File: src/rtl/serial_link_pkg.sv
// Shared definitions for the serial sync-detect / 8-bit / hold-off link.
// Used by the transmitter (serial_frame_tx) and the receiver controller so
// both ends agree on frame geometry and the controller state encoding.
//
// Contents:
//   SYNC_W   - sync pattern length in bits (2..8)
//   SYNC_PAT - sync pattern, sent MSB first
//   DATA_W   - payload width, also the hold-off counter width
//   state_t  - controller state encoding
package serial_link_pkg;

  localparam int SYNC_W = 4;
  localparam logic [SYNC_W-1:0] SYNC_PAT = 4'b1101;
  localparam int DATA_W = 8;

  typedef enum logic [2:0] {
    ST_IDLE = 3'd0,
    ST_ARM  = 3'd1,
    ST_SYNC = 3'd2,
    ST_DATA = 3'd3,
    ST_HOLD = 3'd4
  } state_t;

endpackage

File: src/rtl/serial_frame_tx_downcounter.sv
// tx_downcounter: synchronous loadable down counter used for the hold-off
// period after each frame.
//
// Ports:
//   clk      - clock, all state on posedge
//   rst      - synchronous active-high reset, clears count and flag
//   ld       - load count with d (wins over en)
//   en       - decrement by one; stops at zero, never wraps
//   d        - load value
//   one_flag - registered flag, high exactly when the count equals 1
module tx_downcounter #(
  parameter int W = 8
) (
  input  logic         clk,
  input  logic         rst,
  input  logic         ld,
  input  logic         en,
  input  logic [W-1:0] d,
  output logic         one_flag
);

  logic [W-1:0] count;

  // one_flag is computed from the value the count is about to take, so it is
  // a plain flop output yet always tracks (count == 1) in the same cycle.
  always_ff @(posedge clk) begin
    if (rst) begin
      count    <= '0;
      one_flag <= 1'b0;
    end else if (ld) begin
      count    <= d;
      one_flag <= (d == W'(1));
    end else if (en && (count != '0)) begin
      count    <= count - W'(1);
      one_flag <= (count == W'(2));
    end
  end

endmodule

File: src/rtl/serial_frame_tx.sv
// serial_frame_tx: transmit end of the serial sync-detect / 8-bit / hold-off
// link. A start handshake captures one byte; the frame is the sync pattern
// followed by the byte MSB first, then the line is held idle for a number of
// cycles equal to the byte value while the far end counts it down.
//
// Ports:
//   clk        - system clock, all state on posedge
//   rst        - synchronous active-high reset, aborts any frame (no done)
//   start      - frame request level
//   data_in    - payload byte, captured on the IDLE->ARM edge
//   serial_out - serial line, idles at 0
//   ready      - high only in IDLE
//   busy       - high in ARM, SYNC, DATA, HOLD
//   tx_active  - high while sync or data bits are on the line
//   done       - one-cycle pulse in the first IDLE cycle after a frame
//
// Handshake: start is sampled only when ready is high (IDLE). A start seen
// with ready=1 captures data_in and moves to ARM; the frame is launched when
// start is released. While busy is high after ARM, start is ignored. If start
// is high in the first IDLE cycle (the done cycle) the next frame begins.
//
// All outputs decode from registered state; nothing passes combinationally
// from inputs to outputs.
module serial_frame_tx #(
  parameter int                SYNC_W   = serial_link_pkg::SYNC_W,
  parameter logic [SYNC_W-1:0] SYNC_PAT = serial_link_pkg::SYNC_PAT,
  parameter int                DATA_W   = serial_link_pkg::DATA_W
) (
  input  logic              clk,
  input  logic              rst,
  input  logic              start,
  input  logic [DATA_W-1:0] data_in,
  output logic              serial_out,
  output logic              ready,
  output logic              busy,
  output logic              tx_active,
  output logic              done
);

  import serial_link_pkg::*;

  localparam int CNT_W = (DATA_W > SYNC_W) ? $clog2(DATA_W) : $clog2(SYNC_W);
  localparam logic [CNT_W-1:0] SYNC_LAST = CNT_W'(SYNC_W - 1);
  localparam logic [CNT_W-1:0] DATA_LAST = CNT_W'(DATA_W - 1);

  state_t            state;
  logic [DATA_W-1:0] shift_reg;
  logic [DATA_W-1:0] byte_q;     // untouched copy of the byte for the hold-off
  logic [CNT_W-1:0]  bit_cnt;
  logic              done_q;

  logic              hold_ld;
  logic              hold_en;
  logic              hold_one;
  logic [SYNC_W-1:0] sync_shift;

  // The hold counter is loaded on the last data bit whatever the byte; for a
  // zero byte HOLD is skipped so the loaded zero is never used.
  assign hold_ld = (state == ST_DATA) && (bit_cnt == DATA_LAST);
  assign hold_en = (state == ST_HOLD);

  tx_downcounter #(
    .W(DATA_W)
  ) u_hold (
    .clk      (clk),
    .rst      (rst),
    .ld       (hold_ld),
    .en       (hold_en),
    .d        (byte_q),
    .one_flag (hold_one)
  );

  always_ff @(posedge clk) begin
    if (rst) begin
      state     <= ST_IDLE;
      shift_reg <= '0;
      byte_q    <= '0;
      bit_cnt   <= '0;
      done_q    <= 1'b0;
    end else begin
      done_q <= 1'b0;
      case (state)
        ST_IDLE: begin
          if (start) begin
            state     <= ST_ARM;
            shift_reg <= data_in;
            byte_q    <= data_in;
          end
        end
        ST_ARM: begin
          if (!start) begin
            state   <= ST_SYNC;
            bit_cnt <= '0;
          end
        end
        ST_SYNC: begin
          if (bit_cnt == SYNC_LAST) begin
            state   <= ST_DATA;
            bit_cnt <= '0;
          end else begin
            bit_cnt <= bit_cnt + CNT_W'(1);
          end
        end
        ST_DATA: begin
          shift_reg <= {shift_reg[DATA_W-2:0], 1'b0};
          if (bit_cnt == DATA_LAST) begin
            bit_cnt <= '0;
            if (byte_q != '0) begin
              state <= ST_HOLD;
            end else begin
              state  <= ST_IDLE;
              done_q <= 1'b1;
            end
          end else begin
            bit_cnt <= bit_cnt + CNT_W'(1);
          end
        end
        ST_HOLD: begin
          if (hold_one) begin
            state  <= ST_IDLE;
            done_q <= 1'b1;
          end
        end
        default: state <= ST_IDLE;
      endcase
    end
  end

  // Shifting the pattern left by bit_cnt puts the current sync bit at the
  // MSB, avoiding a variable index of mismatched width.
  assign sync_shift = SYNC_PAT << bit_cnt;

  always_comb begin
    serial_out = 1'b0;
    case (state)
      ST_SYNC: serial_out = sync_shift[SYNC_W-1];
      ST_DATA: serial_out = shift_reg[DATA_W-1];
      default: serial_out = 1'b0;
    endcase
  end

  assign ready     = (state == ST_IDLE);
  assign busy      = (state != ST_IDLE);
  assign tx_active = (state == ST_SYNC) || (state == ST_DATA);
  assign done      = done_q;

endmodule

File: config.mk
export PLATFORM = sky130hd
export DESIGN_NAME = serial_frame_tx
export DESIGN_NICKNAME = d
export VERILOG_FILES = /design/src/rtl/serial_link_pkg.sv /design/src/rtl/serial_frame_tx_downcounter.sv /design/src/rtl/serial_frame_tx.sv
export SDC_FILE = /design/constraint.sdc
export NUM_CORES = 1
export LEC_CHECK = 0
export CAP_MARGIN = 20
export CORE_ASPECT_RATIO = 1.5
export CORE_UTILIZATION = 35
export DETAILED_ROUTE_END_ITERATION = 6
export SYNTH_ARGS = -nofsm -noshare
export SYNTH_HDL_FRONTEND = slang
export SYNTH_SLANG_ARGS = --single-unit
File: constraint.sdc
create_clock -name clk -period 1.95 [get_ports clk]
set_clock_uncertainty 0.2 [all_clocks]
set_input_delay 0.39 -clock clk [delete_from_list [all_inputs] [get_ports clk]]
set_output_delay 0.39 -clock clk [all_outputs]
set_load 0.005 [all_outputs]
* After elaboration in Yosys (flattened, before gate mapping)
Index checks and enable logic that the tools add are counted.
** Word-level totals
- Input bits :: 11
- Register bits :: 32
- Output and inout port bits :: 5
- Logic and storage cells :: 59
** Cells by class
- Multiplexer cells :: 22
- Shifts and indexed selects :: 1
- Equal/unequal tests :: 13
- Add/sub/neg operators :: 2
- Reduce and logical (&&, ||, !) cells :: 14
** Operators by type and width (count)
- $mux W3 :: 9
- $mux W8 :: 3
- $pmux W8 S2 :: 1
- $reduce_bool A8 Y1 :: 2
- $pmux W3 S5 :: 1
- $eq A3 B2 Y1 const B :: 3
- $pmux W3 S3 :: 1
- $eq A8 B1 Y1 const B :: 1
- $eq A8 B2 Y1 const B :: 1
- $ne A2 B2 Y1 const B :: 4
- $sub A8 B1 Y8 const B :: 1
- $eq A3 B3 Y1 const B :: 2
- $reduce_and A2 Y1 :: 3
- $reduce_bool A3 Y1 :: 2
- $mux W1 :: 5
- $reduce_and A5 Y1 :: 1
- $pmux W1 S2 :: 2
- $reduce_bool A2 Y1 :: 2
- $shl A4 B3 Y4 const A :: 1
- $add A3 B1 Y3 const B :: 1
- $eq A3 B1 Y1 const B :: 1
- $logic_not A3 Y1 :: 1
- $logic_and A1 B1 Y1 :: 2
- $ne A2 B1 Y1 const B :: 1
- $logic_or A1 B1 Y1 :: 1

* Depth between registers and ports, before layout
Gate-level depths: netlist of the first run.
- Depth in word-level cells :: 4
- Depth in mapped cells :: 6
- Depth with buffers taken out :: 6

* Cells and area by module
Synthesis of the first run repeated with hierarchy kept, for this count alone.
** Second synthesis, totals
- Cell total of the unflattened synthesis :: 195
- Area total of the unflattened synthesis :: 1612.8 um^2
** By module, submodules not included
- serial_frame_tx :: seq. area each 460.4 um^2, cells an instance 126, times used 1, area an instance 1042.2 um^2
- tx_downcounter :: seq. area each 180.2 um^2, cells an instance 69, times used 1, area an instance 570.5 um^2

* Worst setup path after synthesis of the first run
OpenSTA, ideal clock, no wires.
- Kind :: register -> register
- Start :: register state[0]
- End :: register u_hold.count[3]
- Clock period less this slack :: 1.868 ns
- Slack :: 0.082 ns
- Buffers on the path :: 2
- Arrival :: 1.536 ns
- Cell stages (with the launch flop) :: 7
- Cell sequence :: dfxtp_1 > buf_6 > or3b_1 > buf_6 > or4_1 > a31oi_1 > a21oi_1
** On the way
- Word-level cells in the longest chain between the ends :: 3
- Elaborated cells on any way between the ends :: 6
** RTL lines
- start: declaration :: line serial_frame_tx.sv:46 : state_t state;
- start signal: assignment :: line serial_frame_tx.sv:75 : state <= ST_IDLE;
- start signal: assignment :: line serial_frame_tx.sv:85 : state <= ST_ARM;
- start signal: assignment :: line serial_frame_tx.sv:92 : state <= ST_SYNC;
- $eq A3 B2 Y1 or $eq A3 B3 Y1 (tied branches) :: line serial_frame_tx.sv:59, serial_frame_tx.sv:60
- $logic_and A1 B1 Y1, on equally long branches :: line serial_frame_tx.sv:59, serial_frame_tx_downcounter.sv:33
- $mux W8 or $reduce_bool A2 Y1 (tied branches)
- end signal: assignment :: line serial_frame_tx_downcounter.sv:34 : count <= count - W'(1);
- end: declaration :: line serial_frame_tx_downcounter.sv:22 : logic [W-1:0] count;
Several ways; a longest one is shown, not always the timed one.
A chain may end at the register's enable or synchronous reset.

* Worst setup path after layout of the first run
- Start :: register state[2]
- End :: output tx_active
** On the way
- Word-level cells in the longest chain between the ends :: 2
- Elaborated cells on any way between the ends :: 3
** RTL lines
- $eq A3 B2 Y1 :: line serial_frame_tx.sv:144 : assign tx_active = (state == ST_SYNC) || (state == ST_DATA);
- $logic_or A1 B1 Y1 (*) :: line serial_frame_tx.sv:144
- end: declaration :: line serial_frame_tx.sv:36 : output logic tx_active,
Every way passes the cells marked *; elsewhere a longest branch is shown, timed or not.

==> results.toml, run 1 <==
[worst_hold_path]
holdCritPathClass = "reg2reg"
holdPathEnd = "shift_reg[0]"
min_from = "shift_reg[0]"
holdPathStages = 2

[route]
drc_errors = 0
via_per_inst = 5.26
drt-total-wl_mm = 3.63
routedWlPerCell_um = 13.1
num_vias = 1461
firstDrtPassIters = 4
ant_nets = 0
drtIter0Drc = 38

[power]
vdd_drop_max_mv = 0.610
clkPwrFrac_pct = 41.6
internal_power_mw = 1.15
pwr-share-comb_pct = 11.6
leakagePower_nw = 0.806
p_sw_mw = 0.352
netSwitchingFraction_pct = 23.4
seqPwrFrac_pct = 46.8
power_density_mw_per_mm2 = 717

[synth]
synth_cells = 197
synth_warnings = 0
synthArstFlopShare_pct = 0
synth.yosys.seq_area_share_pct = 39.7
synthFlopType = "dfxtp_1"
synth-edff-count = 0
netlist_area_mm2 = 0.00162
synthesis.nets = 215
synthDistinctLibCells = 42
ys_seq_elements = 32
postSynthAreaPerCell_um2 = 8.20

[final_layout]
n_antenna_cell = 0
multi_input_area_um2 = 910
final-seq-area_um2 = 647
drive_above_1_share_pct = 19.4
fin_area_mm2 = 0.00209
syn_to_final_growth_pct = 29.7
final_util_pct = 48.5
fin_nets = 249
fill_cells = 435
instances_no_fill = 278

[worst_setup_path]
reg2reg_slack_ns = 0.07
crit_chain = "nand2b_4 > inv_1 > clkdlybuf4s50_1"
cp.arrival_ns = 1.30
critical_path_class = "reg2out"
cp-end-kind = "output pin"
r2r-start = "state[0]"
slowest_delay_ns = 0.48
r2r_end = "u_hold.count[5]"
setup.worst_path.start_class = "flip-flop"
worst_ep_required_time_ns = 1.36
crit_path_max_fanout = 5
crit_start = "state[2]"
ff2ff_path_depth = 6
slowest_stage = "clkdlybuf4s50_1"

[status]
outcome = "completed"

[place]
dp_slack_ns = 0.0380
gp_congestion = 0.829
dpl_cell_area_mm2 = 0.00194
hpwl_mm = 2.67
portBuffers = 15
placed_cells = 269

[timing]
worst_pin_slew_ns = 0.355
setup_viol = 0
relSlewSlack_pct = 76.2
drv_slew = 0
hold_violations = 0
timing.final.ws_setup_ns = 0.0616
min_period_ns = 1.89
timing.fmax_ghz = 0.530
period_share_pct = 96.8
hold_slack_ns = 0.258

[global_route]
antenna_found_initial = 0
first_global_vias = 1418
use_met3_pct = 3.35
grt_pass1_wl_mm = 6.18
grt_busiest_layer = "met2"
met2_usage_pct = 28.9
met1_usage_pct = 18.4
grt.total_usage_pct = 16.2
grt.overflow.total = 0
grt_max_degree = 27

[run]
cap_viol_max_count = 0

[cts]
clock_tree.buffer_depth = 2
cts_tree = "yes"
clk_latency_ns = 0.28
clkTransAtPathRegs_ns = 0.07
cts_buffers = 5
root_buffer = "clkbuf_8"
cts_htree_levels = 2
cts_hold_buf = 0
clock-sinks = 32

[floorplan]
io_pins = 16
core_mm2 = 0.00432
dieHeight_um = 85.2
fp.dieArea_mm2 = 0.00490
die_w_um = 57.5
std_cell_rows = 29
initial_utilization_pct = 37.4
cells in the mapped netlist (2+ instances only):
| library cell | n | area (um^2) |
|---|---|---|
| inv_1 | 11 | 41.3 |
| or3_1 | 2 | 12.5 |
| nor2b_1 | 3 | 18.8 |
| mux2i_1 | 3 | 30.0 |
| or4_1 | 3 | 22.5 |
| nand4_1 | 2 | 12.5 |
| nor3_1 | 4 | 20.0 |
| a21oi_1 | 20 | 100 |
| o31ai_1 | 2 | 15.0 |
| buf_6 | 2 | 22.5 |
| nor4_1 | 2 | 12.5 |
| clkbuf_1 | 7 | 26.3 |
| a22oi_1 | 2 | 15.0 |
| a211oi_1 | 7 | 52.6 |
| nand2b_1 | 3 | 18.8 |
| nor2_1 | 18 | 67.6 |
| a31oi_1 | 9 | 56.3 |
| nand2_1 | 36 | 135 |
| ha_1 | 7 | 87.6 |
| dfxtp_1 | 32 | 641 |
area by class of cell:
cell class                      instances  share of cell area, %
Multi-Input combinational cell        143                   43.4
Clock buffer                            6                   3.46
Timing Repair Buffer                   38                   15.8
Tap cell                               46                   2.75
Clock inverter                          2                   1.67
Sequential cell                        32                   30.9
Inverter                               11                   1.97
critical path: cells and delay by family, from the launching register on:
kind / cells / cell delay [ns]
buf+inv: 2 / 0.53
flops: 1 / 0.34
simple gates: 1 / 0.15
stage by stage:
step	setup TNS, ns	total power, mW
CTS	0	1.52
detailed placement	0	0.891
global placement	0	0.890
finish	0	1.50
global route	-0.0209	1.57
floorplan	0	0.802
power by group through the flow:
| stage | Sequential [mW] | Combinational, mW | Clock, mW |
|---|---|---|---|
| 2_1_floorplan | 0.710 | 0.0913 | 0 |
| 3_3_place_gp | 0.717 | 0.173 | 0 |
| 3_5_place_dp | 0.718 | 0.173 | 0 |
| 4_1_cts | 0.703 | 0.174 | 0.639 |
| 5_1_grt | 0.706 | 0.193 | 0.669 |
| 6_report | 0.703 | 0.174 | 0.625 |
per-layer routing:
metal | share of wire (%) | vias to the layer above
li1 | - | 758
met2 | 51 | 17
met5 | 0 | -
met1 | 45 | 681
met3 | 2.5 | 5
met4 | 1.7 | 0
how the worst max path moves through the flow:
stage                       to  slack (ns)  cells past startpoint
2_1_floorplan  u_hold.count[3]        0.08                      6
3_3_place_gp        serial_out        0.06                      6
3_5_place_dp        serial_out        0.04                      6
4_1_cts             serial_out      0.0008                      6
5_1_grt        u_hold.count[5]       -0.01                      6
6_report             tx_active        0.06                      3
cell usage in the layout, fill, tap and decap left out, types with 2 or more instances in the layout:
master,count
nand2_1,36
dfxtp_1,29
buf_4,21
a21oi_1,20
nor2_1,18
clkdlybuf4s50_1,12
inv_1,11
a31oi_1,9
ha_1,7
a211oi_1,6
clkbuf_8,5
nor3_1,4
nor2b_1,3
or4_1,3
or3_1,2
a22oi_1,2
nand4_1,2
nand2b_1,2
nor4_2,2
o31ai_1,2
mux2i_1,2
dlygate4sd2_1,2
dfxtp_2,2
cell families (layout without fill, tap and decap cells):
family | Yosys count | in the layout | synth area share [%]
AND/OR/NAND/NOR | 84 | 84 | 26.6
multiplexers | 3 | 3 | 1.86
buffers and inverters | 22 | 57 | 6.35
adder cells (fa/ha/maj) | 7 | 7 | 5.42
flip-flops | 32 | 32 | 39.7
AO/OA/AOI/OAI | 49 | 49 | 20.1
repair_timing:
action                                  4_1_cts  5_1_grt
gates resized for setup                       8        9
pin swaps                                     0        3
buffers inserted                              1        0
endpoints found under the setup margin        4        7
Power figures use the tool's default switching activity.
==> run 2, diff against run 1 <==
ABC_CLOCK_PERIOD_IN_PS = 1950   (was unset)
==> results of run 2 <==
The final DEF is identical to that of run 1; final timing and power are the same.
